### config.mk
export PLATFORM = sky130hd
export DESIGN_NAME = axi4_stream_write_dma_v2
export DESIGN_NICKNAME = d
export VERILOG_FILES = /design/src/rtl/axi4_stream_write_dma_v2.sv
export SDC_FILE = /design/constraint.sdc
export NUM_CORES = 1
export LEC_CHECK = 0
export CORE_ASPECT_RATIO = 0.8
export CORE_MARGIN = 1
export CORE_UTILIZATION = 30
export CTS_BUF_LIST = sky130_fd_sc_hd__clkbuf_4
export DETAILED_ROUTE_END_ITERATION = 12
export DONT_BUFFER_PORTS = 1
export PLACE_DENSITY_LB_ADDON = 0.15
export SYNTH_ARGS = -nofsm -noshare
export SYNTH_HDL_FRONTEND = slang
export SYNTH_SLANG_ARGS = --single-unit
### constraint.sdc
create_clock -name aclk -period 8.1 [get_ports aclk]
set_clock_uncertainty 0.2 [all_clocks]
set_input_delay 1.62 -clock aclk [delete_from_list [all_inputs] [get_ports aclk]]
set_output_delay 1.62 -clock aclk [all_outputs]
set_load 0.005 [all_outputs]
### src/rtl/axi4_stream_write_dma_v2.sv
// Stream-to-AXI4 write DMA: packs AXIS words into AXI beats, splits bursts at 4KB
// boundaries, keeps up to MAX_OUTSTANDING bursts in flight and pads after early TLAST.

module axi4_stream_write_dma_v2_lane #(
  parameter int W = 32
) (
  input  logic         aclk,
  input  logic         aresetn,
  input  logic         i_wr,
  input  logic         i_clr,
  input  logic [W-1:0] i_data,
  output logic [W-1:0] o_next
);
  logic [W-1:0] r_word;

  always_ff @(posedge aclk) begin
    if (!aresetn)   r_word <= '0;
    else if (i_clr) r_word <= '0;
    else if (i_wr)  r_word <= i_data;
  end

  // Bypass so the word accepted this cycle can complete the beat immediately
  assign o_next = i_wr ? i_data : r_word;
endmodule

module axi4_stream_write_dma_v2 #(
  parameter int AXI_ADDR_WIDTH  = 64,
  parameter int AXI_DATA_WIDTH  = 128,
  parameter int AXI_ID_WIDTH    = 1,
  parameter int AXIS_DATA_WIDTH = 32,
  parameter int MAX_BURST_LEN   = 256,
  parameter int MAX_OUTSTANDING = 4
) (
  input  logic                        aclk,
  input  logic                        aresetn,
  input  logic                        start,
  input  logic [AXI_ADDR_WIDTH-1:0]   start_addr,
  input  logic [31:0]                 transfer_length,
  output logic                        busy,
  output logic                        done,
  output logic                        error,
  output logic [31:0]                 bytes_written,
  input  logic [AXIS_DATA_WIDTH-1:0]  s_axis_tdata,
  input  logic                        s_axis_tvalid,
  input  logic                        s_axis_tlast,
  output logic                        s_axis_tready,
  output logic [AXI_ID_WIDTH-1:0]     m_axi_awid,
  output logic [AXI_ADDR_WIDTH-1:0]   m_axi_awaddr,
  output logic [7:0]                  m_axi_awlen,
  output logic [2:0]                  m_axi_awsize,
  output logic [1:0]                  m_axi_awburst,
  output logic                        m_axi_awlock,
  output logic [3:0]                  m_axi_awcache,
  output logic [2:0]                  m_axi_awprot,
  output logic [3:0]                  m_axi_awqos,
  output logic                        m_axi_awvalid,
  input  logic                        m_axi_awready,
  output logic [AXI_DATA_WIDTH-1:0]   m_axi_wdata,
  output logic [AXI_DATA_WIDTH/8-1:0] m_axi_wstrb,
  output logic                        m_axi_wlast,
  output logic                        m_axi_wvalid,
  input  logic                        m_axi_wready,
  input  logic [AXI_ID_WIDTH-1:0]     m_axi_bid,
  input  logic [1:0]                  m_axi_bresp,
  input  logic                        m_axi_bvalid,
  output logic                        m_axi_bready
);
  localparam int BPB    = AXI_DATA_WIDTH / 8;
  localparam int WPB    = AXI_DATA_WIDTH / AXIS_DATA_WIDTH;
  localparam int AXIS_B = AXIS_DATA_WIDTH / 8;
  localparam int SZ     = $clog2(BPB);
  localparam int WSH    = $clog2(AXIS_B);
  localparam int PCW    = $clog2(WPB + 1);
  localparam int OCW    = $clog2(MAX_OUTSTANDING + 1);

  typedef enum logic [2:0] {ST_IDLE, ST_ADDR, ST_DATA, ST_DRAIN, ST_DONE} state_t;

  state_t                      r_state;
  logic                        r_busy, r_done, r_error, r_pad;
  logic [31:0]                 r_bytes_written, r_bytes_rem, r_words_left;
  logic [AXI_ADDR_WIDTH-1:0]   r_addr;
  logic                        r_awvalid;
  logic [7:0]                  r_awlen;
  logic [8:0]                  r_burst_beats, r_beat_cnt;
  logic [OCW-1:0]              r_out;
  logic [PCW-1:0]              r_pack_cnt;
  logic                        r_wvalid, r_wlast;
  logic [AXI_DATA_WIDTH-1:0]   r_wdata;
  logic [BPB-1:0]              r_wstrb;

  logic [32:0] w_rem_beats, w_beats_full;
  logic [12:0] w_4k_beats;
  logic [8:0]  w_beats;
  logic [31:0] w_burst_bytes;
  logic        w_acc, w_wfree, w_emit_word, w_emit_pad, w_last_beat;
  logic        w_aw_hs, w_whs, w_wlast_hs, w_b_hs, w_unused;
  logic [PCW-1:0] w_new_cnt;
  logic [WPB-1:0][AXIS_DATA_WIDTH-1:0] w_beat_data;
  logic [BPB-1:0] w_strb;

  // Burst length: limited by remaining bytes, the 4KB page and MAX_BURST_LEN
  assign w_rem_beats = ({1'b0, r_bytes_rem} + 33'(BPB - 1)) >> SZ;
  assign w_4k_beats  = (13'd4096 - {1'b0, r_addr[11:0]}) >> SZ;
  always_comb begin
    w_beats_full = 33'(MAX_BURST_LEN);
    if (w_rem_beats < w_beats_full)      w_beats_full = w_rem_beats;
    if (33'(w_4k_beats) < w_beats_full) w_beats_full = 33'(w_4k_beats);
  end
  assign w_beats       = w_beats_full[8:0];
  assign w_burst_bytes = 32'(r_burst_beats) << SZ;

  assign w_wfree       = !r_wvalid || m_axi_wready;
  assign s_axis_tready = (r_state == ST_DATA) && !r_pad && (r_words_left != 32'd0) &&
                         (r_beat_cnt < r_burst_beats) && w_wfree;
  assign w_acc         = s_axis_tvalid && s_axis_tready;
  assign w_new_cnt     = r_pack_cnt + PCW'(1);
  assign w_emit_word   = w_acc && ((w_new_cnt == PCW'(WPB)) || (r_words_left == 32'd1) || s_axis_tlast);
  assign w_emit_pad    = (r_state == ST_DATA) && r_pad && (r_beat_cnt < r_burst_beats) && w_wfree;
  assign w_last_beat   = (r_beat_cnt == r_burst_beats - 9'd1);
  assign w_aw_hs       = r_awvalid && m_axi_awready;
  assign w_whs         = r_wvalid && m_axi_wready;
  assign w_wlast_hs    = w_whs && r_wlast;
  assign w_b_hs        = m_axi_bvalid && r_busy;

  genvar k;
  generate
    for (k = 0; k < WPB; k++) begin : g_lane
      axi4_stream_write_dma_v2_lane #(.W(AXIS_DATA_WIDTH)) u_lane (
        .aclk    (aclk),
        .aresetn (aresetn),
        .i_wr    (w_acc && (r_pack_cnt == PCW'(k))),
        .i_clr   (w_emit_word),
        .i_data  (s_axis_tdata),
        .o_next  (w_beat_data[k])
      );
      assign w_strb[k*AXIS_B +: AXIS_B] = {AXIS_B{PCW'(k) < w_new_cnt}};
    end
  endgenerate

  always_ff @(posedge aclk) begin
    if (!aresetn) begin
      r_state         <= ST_IDLE;
      r_busy          <= 1'b0;
      r_done          <= 1'b0;
      r_error         <= 1'b0;
      r_pad           <= 1'b0;
      r_bytes_written <= '0;
      r_bytes_rem     <= '0;
      r_words_left    <= '0;
      r_addr          <= '0;
      r_awvalid       <= 1'b0;
      r_awlen         <= '0;
      r_burst_beats   <= '0;
      r_beat_cnt      <= '0;
      r_out           <= '0;
      r_pack_cnt      <= '0;
      r_wvalid        <= 1'b0;
      r_wlast         <= 1'b0;
      r_wdata         <= '0;
      r_wstrb         <= '0;
    end else begin
      r_done <= 1'b0;
      r_out  <= r_out + OCW'(w_aw_hs) - OCW'(w_b_hs);
      if (w_b_hs && (m_axi_bresp != 2'b00)) r_error <= 1'b1;

      if (w_emit_word || w_emit_pad) begin
        r_wvalid   <= 1'b1;
        r_wdata    <= w_emit_word ? w_beat_data : '0;
        r_wstrb    <= w_emit_word ? w_strb : '0;
        r_wlast    <= w_last_beat;
        r_beat_cnt <= r_beat_cnt + 9'd1;
      end else if (w_whs) begin
        r_wvalid <= 1'b0;
      end

      if (w_acc) begin
        r_words_left    <= r_words_left - 32'd1;
        r_bytes_written <= r_bytes_written + 32'(AXIS_B);
        r_pack_cnt      <= w_emit_word ? '0 : w_new_cnt;
        if (s_axis_tlast) r_pad <= 1'b1;
      end

      case (r_state)
        ST_IDLE, ST_DONE: begin
          r_state <= ST_IDLE;
          if (start) begin
            r_addr          <= start_addr;
            r_bytes_rem     <= transfer_length;
            r_words_left    <= transfer_length >> WSH;
            r_error         <= 1'b0;
            r_bytes_written <= '0;
            r_pad           <= 1'b0;
            r_pack_cnt      <= '0;
            if (transfer_length == 32'd0) begin
              r_state <= ST_DONE;
              r_done  <= 1'b1;
            end else begin
              r_state <= ST_ADDR;
              r_busy  <= 1'b1;
            end
          end
        end
        ST_ADDR: begin
          if (!r_awvalid) begin
            if (r_out < OCW'(MAX_OUTSTANDING)) begin
              r_awvalid     <= 1'b1;
              r_awlen       <= 8'(w_beats - 9'd1);
              r_burst_beats <= w_beats;
            end
          end else if (m_axi_awready) begin
            r_awvalid   <= 1'b0;
            r_addr      <= r_addr + (AXI_ADDR_WIDTH'(r_burst_beats) << SZ);
            r_bytes_rem <= (r_bytes_rem > w_burst_bytes) ? r_bytes_rem - w_burst_bytes : 32'd0;
            r_beat_cnt  <= '0;
            r_state     <= ST_DATA;
          end
        end
        ST_DATA: begin
          if (w_wlast_hs) r_state <= ((r_bytes_rem != 32'd0) && !r_pad) ? ST_ADDR : ST_DRAIN;
        end
        ST_DRAIN: begin
          if (r_out == '0) begin
            r_state <= ST_DONE;
            r_done  <= 1'b1;
            r_busy  <= 1'b0;
          end
        end
        default: r_state <= ST_IDLE;
      endcase
    end
  end

  assign busy          = r_busy;
  assign done          = r_done;
  assign error         = r_error;
  assign bytes_written = r_bytes_written;
  assign m_axi_awid    = '0;
  assign m_axi_awaddr  = r_addr;
  assign m_axi_awlen   = r_awlen;
  assign m_axi_awsize  = 3'(SZ);
  assign m_axi_awburst = 2'b01;
  assign m_axi_awlock  = 1'b0;
  assign m_axi_awcache = 4'b0011;
  assign m_axi_awprot  = 3'b000;
  assign m_axi_awqos   = 4'b0000;
  assign m_axi_awvalid = r_awvalid;
  assign m_axi_wdata   = r_wdata;
  assign m_axi_wstrb   = r_wstrb;
  assign m_axi_wlast   = r_wlast;
  assign m_axi_wvalid  = r_wvalid;
  assign m_axi_bready  = r_busy;

  assign w_unused = &{1'b0, m_axi_bid, w_beats_full[32:9]};
endmodule

==> results.cfg <==
[outcome]
status = complete, no violations

[place]
gp_congestion = 0.882
dp_hpwl_microns = 58600
portBuffers = 0

[clock_network]
clock_sinks = 460
clock_path_buffers = 3
cts_hold_buf = 0
ctsResizeCount = 0
cts_tree = yes
post_cts_buffers = 0
h-tree-depth = 4
clock_latency_ns = 1.01
numCtsBuffers = 133
cts_root_buffer = clkbuf_4
clk_pin_slew_worst_paths_ns = 0.07

[logic_synthesis]
synthMostInstantiatedCell = dfxtp_1
synth_area_sq_um = 23300
ys_types = 78
synth.cells.most_frequent = dfxtp_1, nor2_1, nand2_1
synth_edf_count = 0
synthArstFlopShare_pct = 0
syn_inst = 2715
syn_avg_cell_area_sq_um = 8.58
yosysWarnings = 0
ys_ff_latch = 460
synth_ff_type = dfxtp_1
ys_seq_area_share_pct = 39.5
yosysTopAreaCell = dfxtp_1
ys_top_cells_by_area = dfxtp_1, nor2_1, mux2_2, mux2i_1, a22oi_1
synth_top_cell_area_share_pct = 39.5

[worst_setup_path]
cpMaxStageDelayCell = a211oi_1
cp-start-kind = register
critical_path.max_fanout = 14
crit_chain = o41ai_2 > or3_4 > nor3_1 > or3_1 > a211oi_1 > nand2_1 > inv_1 > nand2_1 > ha_1 > and4_1 > nand2_1 > a31oi_1 > or2_2 > mux2i_1 > ha_1 > o21ai_0 > o311a_1 > a211o_1
cp_data_arrival_time_ns = 7.64
worstPathBufferInverterCount = 1
crit_top_cell = nand2_1
slowest_delay_ns = 0.81
crit_required_ns = 8.78
critical_path_class = reg2reg
rrSetupSlack_ns = 1.14
endpoint_kind = register
cp_top_family = compound AO/OA/AOI/OAI gates

[floorplan]
fp.dieW_microns = 314
io_pins = 413
start_util_pct = 30.6
num_rows = 90
die_h_microns = 251
design.die.area_sq_um = 78800
coreArea_sq_um = 76100

[grt]
grt_pass1_vias = 19947
grt_pass1_wl_microns = 129000
overflow = 0
grt_start_max_net_pins = 146
antenna_found_initial = 6
gr-usage-all-layers_pct = 21.6

[route]
drtIter0Drc = 1516
drt_first_pass_iters = 6
wl_per_cell_microns = 23.0
drc_errors = 0
ant_nets = 0
vias = 20843
wl_microns = 86900
vias_per_cell = 5.52

[timing]
worst_slew_pin_slew_ns = 1.25
rsz0062_at_grt = false
maxSlewViolCount = 0
min_period_ns = 6.96
slew_headroom_pct = 15.9
max_freq_mhz = 144
setup_viol = 0
report.final.hold_viol_count = 0
finalSetupTns_ns = 0
timing.hold.ws_ns = 0.253
period_share_pct = 86.0

[flow_run]
drv_cap = 0

[finish]
final_util_pct = 33.7
drive_gt1_share_pct = 14.6
fin_nets = 2864
fillerInstances = 8013
area_growth_syn_to_layout_pct = 10.0

[power]
p_leak_nw = 8.98
fin_total_pwr_mw = 7.77
power_density_nw_per_um2 = 303
ir_drop_v = 0.000194

[hold_path]
hold_path_class = reg2reg
==> cells by family (layout without fill, tap and decap cells) <==
logic type / after synthesis / count (layout) / share of synthesized area (%)
multiplexers: 255 / 255 / 11.7
flip-flops: 460 / 460 / 39.5
AND/OR/NAND/NOR: 953 / 953 / 19.0
XOR/XNOR: 102 / 102 / 3.84
other: 2 / 28 / 0.0322
AO/OA/AOI/OAI: 613 / 613 / 17.9
buffers and inverters: 278 / 302 / 5.14
adder cells (fa/ha/maj): 52 / 52 / 2.89
==> path summary, 6_finish.rpt <==
kind / endpoint / depth (start not counted) / start
worst min-delay path: g_lane[3].u_lane.r_word[31] / 2 / g_lane[3].u_lane.r_word[31]
worst min register to register: g_lane[3].u_lane.r_word[31] / 2 / g_lane[3].u_lane.r_word[31]
worst max register to register: m_axi_awlen[4] / 18 / r_bytes_rem[3]
worst max-delay path: m_axi_awlen[4] / 18 / r_bytes_rem[3]
==> final cells by class <==
cell class	count	area, sq um	area share [%]
multi-input combinational	1995	13100	50.9
sequential	460	9210	35.9
clock buffer	187	1400	5.48
tap	1012	1270	4.94
timing repair buffer	31	245	0.957
clock inverter	32	223	0.869
inverter	52	200	0.781
antenna	8	20.0	0.0781
==> per-layer routing <==
layer / global-route usage, % / part of all wire [%]
met5: 0 / 0
met4: 7.92 / 2.8
met3: 6.36 / 7.2
met2: 32.5 / 44
met1: 28.9 / 46
==> layout by cell type, fill, tap and decap left out, drive strengths merged, types with 39 or more instances in the layout <==
cell type / n
dfxtp: 460
nor2: 393
clkbuf: 187
nand2: 181
a22oi: 145
a21oi: 143
mux2: 129
mux2i: 126
o21ai: 95
nand3: 91
nor3: 79
xnor2: 63
inv: 55
ha: 49
a211oi: 43
xor2: 39
==> through the flow <==
| stage | instance area, sq um | cells | setup WS [ns] |
|---|---|---|---|
| 2_1_floorplan | 23400 | 2733 | 2.38 |
| 3_3_place_gp | 24000 | 3550 | 1.36 |
| 3_5_place_dp | 24000 | 3550 | 1.26 |
| 4_1_cts | 25600 | 3769 | 1.22 |
| 5_1_grt | 25600 | 3774 | 0.686 |
| 6_report | 25600 | 3777 | 1.14 |
==> worst min-delay path, stage by stage (launching register included) <==
cell and delay, ns:
dfxtp_1 0.30, nand2_1 0.05, a21oi_1 0.05
==> where the power goes <==
group / internal, mW / switching [mW] / leakage [nW]
clock: 1.13 / 1.09 / 0.959
sequential: 2.52 / 0.409 / 3.73
combinational: 0.933 / 1.69 / 4.29
total: 4.58 / 3.19 / 8.98
==> registers in the layout, summed over array words and instances (netlist names), 9 cells and up <==
register and flops:
r_bytes_rem 32, g_lane.u_lane.r_word 128, m_axi_wdata 128, m_axi_awaddr 64, r_burst_beats 9, r_beat_cnt 9, r_words_left 32, bytes_written 30
(Power assumes the default switching activity.)
